===== src/rtl/blur_pkg.sv =====
// Shared types and constants for the 3x3 convolutional blur stage.
// Optional feature: GAUSSIAN_KERNEL_EN selects the 1-2-1 Gaussian kernel instead of the box mean.
package blur_pkg;

    localparam int unsigned CHAN_W = 8;

    typedef logic [CHAN_W-1:0] chan_t;

    typedef struct packed {
        chan_t r;
        chan_t g;
        chan_t b;
    } rgb_t;

    typedef rgb_t  [0:2][0:2] win_t;
    typedef chan_t [0:2][0:2] cwin_t;

    typedef enum logic [1:0] {
        ST_IDLE   = 2'd0,
        ST_FILL   = 2'd1,
        ST_ACTIVE = 2'd2,
        ST_DRAIN  = 2'd3
    } state_t;

    // Reciprocal of 9 in Q0.16; floor(sum*RECIP9 >> 16) == floor(sum/9) for sum <= 2295
    localparam logic [15:0]  RECIP9      = 16'd7282;
    localparam int unsigned  RECIP_SHIFT = 16;

`ifdef GAUSSIAN_KERNEL_EN
    // Separable Gaussian weight table; 2D kernel is the outer product [1 2 1;2 4 2;1 2 1]
    localparam logic [1:0]   KERN_W [0:2] = '{2'd1, 2'd2, 2'd1};
    localparam int unsigned  GAUSS_SHIFT  = 4;
`else
    // Box kernel: unit weights, normalised by the reciprocal multiply
    localparam logic [1:0]   KERN_W [0:2] = '{2'd1, 2'd1, 2'd1};
`endif

endpackage


===== src/rtl/blur_chan_pipe.sv =====
// One colour channel of the blur arithmetic: S1 row sums, S2 total, S3 scale or border bypass.
// Optional feature: GAUSSIAN_KERNEL_EN switches the S3 normalisation to a shift by 4.
module blur_chan_pipe
    import blur_pkg::*;
(
    input  logic  clock,
    input  logic  reset_n,
    input  logic  ld,
    input  logic  bypass,
    input  cwin_t pix_win,
    output chan_t pix_out
);

    logic [9:0]  row_c [0:2];
    logic [9:0]  row_q [0:2];
    logic [11:0] total_c;
    logic [11:0] total_q;
    chan_t       ctr1_q;
    chan_t       ctr2_q;
    chan_t       scaled_c;
    logic        byp1_q;
    logic        byp2_q;

    // Weighted row sums of the window
    always_comb begin
        for (int r = 0; r < 3; r++) begin
            row_c[r] = '0;
            for (int c = 0; c < 3; c++) begin
                row_c[r] = row_c[r] + 10'(KERN_W[c]) * 10'(pix_win[r][c]);
            end
        end
    end

    // Weighted total of the three row sums
    always_comb begin
        total_c = 12'(KERN_W[0]) * 12'(row_q[0])
                + 12'(KERN_W[1]) * 12'(row_q[1])
                + 12'(KERN_W[2]) * 12'(row_q[2]);
    end

    // Normalise the total back to one channel value
    always_comb begin
`ifdef GAUSSIAN_KERNEL_EN
        scaled_c = 8'(total_q >> GAUSS_SHIFT);
`else
        scaled_c = 8'((28'(total_q) * 28'(RECIP9)) >> RECIP_SHIFT);
`endif
    end

    // S1: sample the window on the cycle after the shift strobe
    always_ff @(posedge clock or negedge reset_n) begin
        if (!reset_n) begin
            for (int r = 0; r < 3; r++) row_q[r] <= '0;
            ctr1_q <= '0;
            byp1_q <= 1'b0;
        end else if (ld) begin
            for (int r = 0; r < 3; r++) row_q[r] <= row_c[r];
            ctr1_q <= pix_win[1][1];
            byp1_q <= bypass;
        end
    end

    // S2 and S3: free-running; validity is tracked by the sideband line in the top
    always_ff @(posedge clock or negedge reset_n) begin
        if (!reset_n) begin
            total_q <= '0;
            ctr2_q  <= '0;
            byp2_q  <= 1'b0;
            pix_out <= '0;
        end else begin
            total_q <= total_c;
            ctr2_q  <= ctr1_q;
            byp2_q  <= byp1_q;
            pix_out <= byp2_q ? ctr2_q : scaled_c;
        end
    end

endmodule


===== src/rtl/blur_conv3x3.sv =====
// 3x3 RGB blur stage behind the line-buffer window: tracks the window centre, bypasses borders,
// flags frame sync errors. Optional feature: GAUSSIAN_KERNEL_EN selects the Gaussian kernel.
module blur_conv3x3
    import blur_pkg::*;
#(
    parameter int unsigned WIDTH        = 640,
    parameter int unsigned HEIGHT       = 480,
    parameter int unsigned CENTER_DELAY = 2*WIDTH+2
)
(
    input  logic        clock,
    input  logic        reset_n,
    input  logic        EN,
    input  logic        sof,
    input  win_t        window,
    output logic [23:0] out_pixel,
    output logic        out_valid,
    output logic        out_sof,
    output logic        out_eol,
    output logic        frame_err
);

    localparam int unsigned COL_W     = (WIDTH  > 1) ? $clog2(WIDTH)  : 1;
    localparam int unsigned ROW_W     = (HEIGHT > 1) ? $clog2(HEIGHT) : 1;
    localparam int          FRAME_PIX = int'(WIDTH * HEIGHT);
    localparam int          POS_LOAD  = 1 - int'(CENTER_DELAY);

    state_t             state_q, state_d;
    logic signed [31:0] pos_q, pos_next_c;
    logic [COL_W-1:0]   col_q, col_d, col_base_c;
    logic [ROW_W-1:0]   row_q, row_d, row_base_c;
    logic               accept_c, sample_c, err_set_c;
    logic               tag_border_c, tag_sof_c, tag_eol_c;
    logic               en_d_q, tag_v_q, tag_sof_q, tag_eol_q, tag_border_q;
    logic               v1_q, s1_q, e1_q, v2_q, s2_q, e2_q;
    cwin_t              win_r, win_g, win_b;
    chan_t              pix_r, pix_g, pix_b;

    // State register
    always_ff @(posedge clock or negedge reset_n) begin
        if (!reset_n) state_q <= ST_IDLE;
        else          state_q <= state_d;
    end

    // Next state: FILL before the centre reaches pixel 0, ACTIVE inside the frame, DRAIN after it
    always_comb begin
        state_d = state_q;
        if (accept_c) begin
            if (pos_next_c < 0)              state_d = ST_FILL;
            else if (pos_next_c < FRAME_PIX) state_d = ST_ACTIVE;
            else                             state_d = ST_DRAIN;
        end
    end

    // FSM outputs: event acceptance, next centre position, sample validity, sync error
    always_comb begin
        accept_c  = EN && (sof || (state_q != ST_IDLE));
        err_set_c = EN && sof && ((state_q == ST_FILL) || (state_q == ST_ACTIVE));
        if (sof)                      pos_next_c = POS_LOAD;
        else if (state_q == ST_DRAIN) pos_next_c = pos_q;
        else                          pos_next_c = pos_q + 32'sd1;
        sample_c  = accept_c && (pos_next_c >= 0) && (pos_next_c < FRAME_PIX);
    end

    // Column/row of the sample about to be tagged, and the coordinate after it
    always_comb begin
        col_base_c = sof ? '0 : col_q;
        row_base_c = sof ? '0 : row_q;
        col_d      = col_base_c;
        row_d      = row_base_c;
        if (sample_c) begin
            if (col_base_c == COL_W'(WIDTH-1)) begin
                col_d = '0;
                row_d = (row_base_c == ROW_W'(HEIGHT-1)) ? '0 : row_base_c + ROW_W'(1);
            end else begin
                col_d = col_base_c + COL_W'(1);
            end
        end
        tag_sof_c    = (row_base_c == '0) && (col_base_c == '0);
        tag_eol_c    = (col_base_c == COL_W'(WIDTH-1));
        tag_border_c = (row_base_c == '0) || (row_base_c == ROW_W'(HEIGHT-1)) ||
                       (col_base_c == '0) || tag_eol_c;
    end

    // Position and coordinate counters advance once per accepted EN
    always_ff @(posedge clock or negedge reset_n) begin
        if (!reset_n) begin
            pos_q <= '0;
            col_q <= '0;
            row_q <= '0;
        end else if (accept_c) begin
            pos_q <= pos_next_c;
            col_q <= col_d;
            row_q <= row_d;
        end
    end

    // Sideband delay line aligned with the channel pipelines, plus the sticky error flag
    always_ff @(posedge clock or negedge reset_n) begin
        if (!reset_n) begin
            en_d_q       <= 1'b0;
            tag_v_q      <= 1'b0;
            tag_sof_q    <= 1'b0;
            tag_eol_q    <= 1'b0;
            tag_border_q <= 1'b0;
            v1_q         <= 1'b0;
            s1_q         <= 1'b0;
            e1_q         <= 1'b0;
            v2_q         <= 1'b0;
            s2_q         <= 1'b0;
            e2_q         <= 1'b0;
            out_valid    <= 1'b0;
            out_sof      <= 1'b0;
            out_eol      <= 1'b0;
            frame_err    <= 1'b0;
        end else begin
            en_d_q       <= EN;
            tag_v_q      <= sample_c;
            tag_sof_q    <= sample_c && tag_sof_c;
            tag_eol_q    <= sample_c && tag_eol_c;
            tag_border_q <= tag_border_c;
            v1_q         <= tag_v_q;
            s1_q         <= tag_sof_q;
            e1_q         <= tag_eol_q;
            v2_q         <= v1_q;
            s2_q         <= s1_q;
            e2_q         <= e1_q;
            out_valid    <= v2_q;
            out_sof      <= s2_q;
            out_eol      <= e2_q;
            frame_err    <= frame_err || err_set_c;
        end
    end

    // Split the RGB window into per-channel windows
    always_comb begin
        for (int i = 0; i < 3; i++) begin
            for (int j = 0; j < 3; j++) begin
                win_r[i][j] = window[i][j].r;
                win_g[i][j] = window[i][j].g;
                win_b[i][j] = window[i][j].b;
            end
        end
    end

    blur_chan_pipe u_pipe_r (.clock(clock), .reset_n(reset_n), .ld(en_d_q), .bypass(tag_border_q),
                             .pix_win(win_r), .pix_out(pix_r));
    blur_chan_pipe u_pipe_g (.clock(clock), .reset_n(reset_n), .ld(en_d_q), .bypass(tag_border_q),
                             .pix_win(win_g), .pix_out(pix_g));
    blur_chan_pipe u_pipe_b (.clock(clock), .reset_n(reset_n), .ld(en_d_q), .bypass(tag_border_q),
                             .pix_win(win_b), .pix_out(pix_b));

    assign out_pixel = {pix_r, pix_g, pix_b};

endmodule


===== config.mk =====
export PLATFORM = sky130hd
export DESIGN_NAME = blur_conv3x3
export DESIGN_NICKNAME = d
export VERILOG_FILES = /design/src/rtl/blur_pkg.sv /design/src/rtl/blur_chan_pipe.sv /design/src/rtl/blur_conv3x3.sv
export SDC_FILE = /design/constraint.sdc
export NUM_CORES = 1
export LEC_CHECK = 0
export ABC_AREA = 1
export BUFFER_PORTS_ARGS = -buffer_cell sky130_fd_sc_hd__buf_2
export CORE_ASPECT_RATIO = 1.4
export CORE_MARGIN = 2
export CORE_UTILIZATION = 45
export CTS_BUF_LIST = sky130_fd_sc_hd__clkbuf_8
export CTS_CLUSTER_SIZE = 40
export DETAILED_ROUTE_END_ITERATION = 16
export PLACE_DENSITY_LB_ADDON = 0.08
export SLEW_MARGIN = 20
export SYNTH_ARGS = -nofsm -noshare
export SYNTH_HDL_FRONTEND = slang
export SYNTH_SLANG_ARGS = --single-unit

===== constraint.sdc =====
create_clock -name clock -period 9.75 [get_ports clock]
set_input_delay 1.95 -clock clock [delete_from_list [all_inputs] [get_ports clock]]
set_output_delay 1.95 -clock clock [all_outputs]
set_load 0.02 [all_outputs]

==> impl_metrics.py <==
metrics = {
    "outcome": {
        "outcome": "finished, final reports clean",
    },
    "finish": {
        "drive_above_1_share_pct": 10.1,
        "most_common_cell_after_layout_fill_and_taps_aside": "sky130_fd_sc_hd__nand2_1",
        "utilization_of_the_core_after_routing_pct": 50.8,
        "final_cell_mix": "sky130_fd_sc_hd__nand2_1, sky130_fd_sc_hd__inv_1, sky130_fd_sc_hd__ha_1, sky130_fd_sc_hd__dfrtp_1, sky130_fd_sc_hd__a21oi_1",
        "synthToLayoutAreaGrowth_pct": 11.7,
        "post_layout_nonfiller_instances": 4279,
        "final_nets": 4252,
    },
    "clock_tree": {
        "ctsHoldBuffers": 0,
        "cts_buffer_depth": 3,
        "numCtsBuffers": 45,
        "cts.sinks": 268,
        "clkLatencyLatePin_ps": 600,
        "post_cts.repair.setup_buffers": 0,
        "htreeDepth": 2,
        "cts.reportedPaths.clkPinSlew_ps": 60,
        "cts_resized": 0,
        "cts.root.buffer_cell": "sky130_fd_sc_hd__clkbuf_8",
        "tritoncts": "done",
    },
    "sta": {
        "post-route-period-util_pct": 47.6,
        "setup_slack_after_layout_ps": 5110,
        "least_margin_pin_slew_ps": 1020,
        "report.final.slew_viol_count": 0,
        "finalSetupViolCount": 0,
        "timing_hold_violations_final": 0,
        "unrepaired_setup_endpoints_after_global_routing": "no",
        "fin_crit_ps": 4640,
        "worst_skew_ps": 18.1,
        "setup_tns_ps": 0,
        "worst_slew_margin_rel_pct": 32.2,
        "fmaxAchievable_ghz": 0.215,
    },
    "yosys": {
        "netlist-cell-type-count": 43,
        "yosys.area.top_type": "sky130_fd_sc_hd__dfrtp_1",
        "syn_avg_cell_area_um2": 7.88,
        "synth_flop_cell": "sky130_fd_sc_hd__dfrtp_1",
        "synth-seq-cells": 268,
        "synth_top_area_share_pct": 26.1,
        "post_synth_fa_ha_maj_area_fraction_pct": 28.7,
        "post_synth_mux_area_share_pct": 0.0780,
        "synthTopCellsByArea": "sky130_fd_sc_hd__dfrtp_1, sky130_fd_sc_hd__ha_1, sky130_fd_sc_hd__nand2_1",
        "synthSimpleGateAreaFrac_pct": 19.8,
        "synth-edff-count": 0,
        "synth.net_count": 4001,
        "synth-warning-count": 0,
        "synthesized_area_fraction_occupied_by_ao_oa_aoi_and_oai_cells_pct": 11.8,
        "netlist_area_um2": 25700,
        "synthCells": 3259,
        "largest_family_of_logic_cells_by_synthesized_area": "adder cells",
        "synth-xor-area-share_pct": 5.87,
        "synth.yosys.seq_area_share_pct": 26.1,
        "async_flop_share_pct": 100,
    },
    "placement": {
        "dp_hpwl_mm": 51.9,
        "placed_cells_incl_taps": 4198,
        "dp_worst_setup_slack_ps": 4920,
        "placer_s_final_routability_congestion_estimate": 0.883,
        "buffer_ports.inserted": 247,
    },
    "detailed_routing": {
        "via_per_inst": 5.09,
        "wire_length_after_detailed_routing_mm": 63.4,
        "drt_drc_violations_left": 0,
        "vias": 21800,
        "routed_length_per_placed_instance_um": 14.8,
        "initialDrtViolationCount": 886,
        "dr.pass1.iters": 7,
        "antenna_violating_nets_post_route": 0,
    },
    "global_routing": {
        "grt_pass1_wl_mm": 106,
        "overflow": 0,
        "pin_count_of_the_biggest_net_entering_global_routing": 153,
        "groute.usage.overall_pct": 21.9,
        "number_of_antenna_violations_at_the_first_check_in_global_routing": 2,
        "via_count_of_the_first_global_routing_pass": 22100,
    },
    "floorplanning": {
        "die_x_um": 206,
        "boundaryPins": 248,
        "die_h_um": 287,
        "initial_utilization_pct": 45.5,
        "design.die.area_um2": 59000,
        "core_region_area_um2": 56400,
        "std_cell_rows": 103,
    },
    "setup_path": {
        "startpoint_type": "register",
        "cp_data_required_time_ps": 10190,
        "criticalPathCategory": "reg2reg",
        "worstPathArrival_ps": 5080,
        "worst_setup_path_end_kind": "register",
        "worstPathMaxFanout": 4,
    },
    "min_path": {
        "worst_hold_path_type": "reg2reg",
    },
    "run": {
        "cap_viol_max_count": 0,
    },
}
[sequential cells by signal, indices dropped and copies added, names as in the netlist, 9 cells and up]
register and flops:
pos_q 32, u_pipe_b.row_q 30, u_pipe_g.row_q 30, u_pipe_r.row_q 30
u_pipe_b.total_q 12, u_pipe_g.total_q 12, u_pipe_r.total_q 12, col_q 10
row_q 9
[per-layer routing]
metal,GRT usage (%),part of all wire [%],up-vias
met5,0,0,-
met4,6.89,2.8,0
met3,2.51,3.0,107
met2,39.8,51,373
met1,26.7,43,10100
li1,-,-,11200
[metrics by stage]
stage,instance area [um^2],hold WS (ps)
finish,28700,348
global route,28700,355
CTS,28700,345
detailed placement,27700,336
global placement,27700,332
floorplan,25700,331
[cell families (layout without fill, tap and decap cells)]
family	after synthesis	after routing
buf+inv	511	795
fa+ha+maj	522	522
other cells	0	1
simple gates	1230	1230
compound gates	554	554
mux	2	2
flops	268	268
xor+xnor	172	172
[path summary, 6_finish.rpt]
check / startpoint / to / slack (ps) / cells past startpoint
max: u_pipe_b.total_q[7] / u_pipe_b.pix_out[5] / 5110 / 18
min: s1_q / s2_q / 350 / 0
min reg2reg: s1_q / s2_q / 350 / 0
max reg2reg: u_pipe_b.total_q[7] / u_pipe_b.pix_out[5] / 5110 / 18
max in group asynchronous: reset_n / u_pipe_r.row_q[10] / 6930 / 2
min in group asynchronous: reset_n / v1_q / 1400 / 1
[critical path, stage by stage, from the launching register on]
cell	delay, ps
sky130_fd_sc_hd__dfrtp_1	450
sky130_fd_sc_hd__inv_1	90
sky130_fd_sc_hd__fa_1	530
sky130_fd_sc_hd__inv_1	50
sky130_fd_sc_hd__ha_1	300
sky130_fd_sc_hd__inv_1	70
sky130_fd_sc_hd__fa_1	530
sky130_fd_sc_hd__inv_1	50
sky130_fd_sc_hd__fa_1	490
sky130_fd_sc_hd__inv_1	50
sky130_fd_sc_hd__fa_1	530
sky130_fd_sc_hd__inv_1	40
sky130_fd_sc_hd__ha_1	320
sky130_fd_sc_hd__nand2_1	80
sky130_fd_sc_hd__nor2_1	240
sky130_fd_sc_hd__nand3_1	140
sky130_fd_sc_hd__nand3_1	90
sky130_fd_sc_hd__nand2_1	50
sky130_fd_sc_hd__o21ai_0	380
[Yosys cell counts (5+ instances only)]
cell type / count
sky130_fd_sc_hd__nor3_1: 22
sky130_fd_sc_hd__xnor2_1: 76
sky130_fd_sc_hd__fa_1: 111
sky130_fd_sc_hd__a21o_1: 34
sky130_fd_sc_hd__o211ai_1: 13
sky130_fd_sc_hd__ha_1: 411
sky130_fd_sc_hd__nand3b_1: 8
sky130_fd_sc_hd__clkbuf_1: 34
sky130_fd_sc_hd__nor2_2: 10
sky130_fd_sc_hd__dfrtp_1: 268
sky130_fd_sc_hd__nor2_1: 195
sky130_fd_sc_hd__a21oi_1: 248
sky130_fd_sc_hd__a31oi_1: 37
sky130_fd_sc_hd__o21ai_1: 5
sky130_fd_sc_hd__nand3_1: 162
sky130_fd_sc_hd__inv_1: 456
sky130_fd_sc_hd__nand2_1: 776
sky130_fd_sc_hd__buf_2: 8
sky130_fd_sc_hd__nand4_1: 34
sky130_fd_sc_hd__o21bai_1: 13
sky130_fd_sc_hd__o21ai_0: 182
sky130_fd_sc_hd__xor2_1: 96
sky130_fd_sc_hd__a21boi_0: 9
sky130_fd_sc_hd__nor4_1: 6
sky130_fd_sc_hd__or2_2: 6
[layout make-up]
type | instances | area (um^2)
Multi-Input combinational cell | 2480 | 17000
Fill cell | 5585 | 27800
Timing Repair Buffer | 253 | 1300
Clock buffer | 59 | 812
Clock inverter | 21 | 184
Inverter | 462 | 1740
Sequential cell | 268 | 6710
Tap cell | 735 | 920
Antenna cell | 1 | 2.50
Power is not shown: default switching activity piles up to over one toggle a cycle in this logic, so the estimate is an artifact.
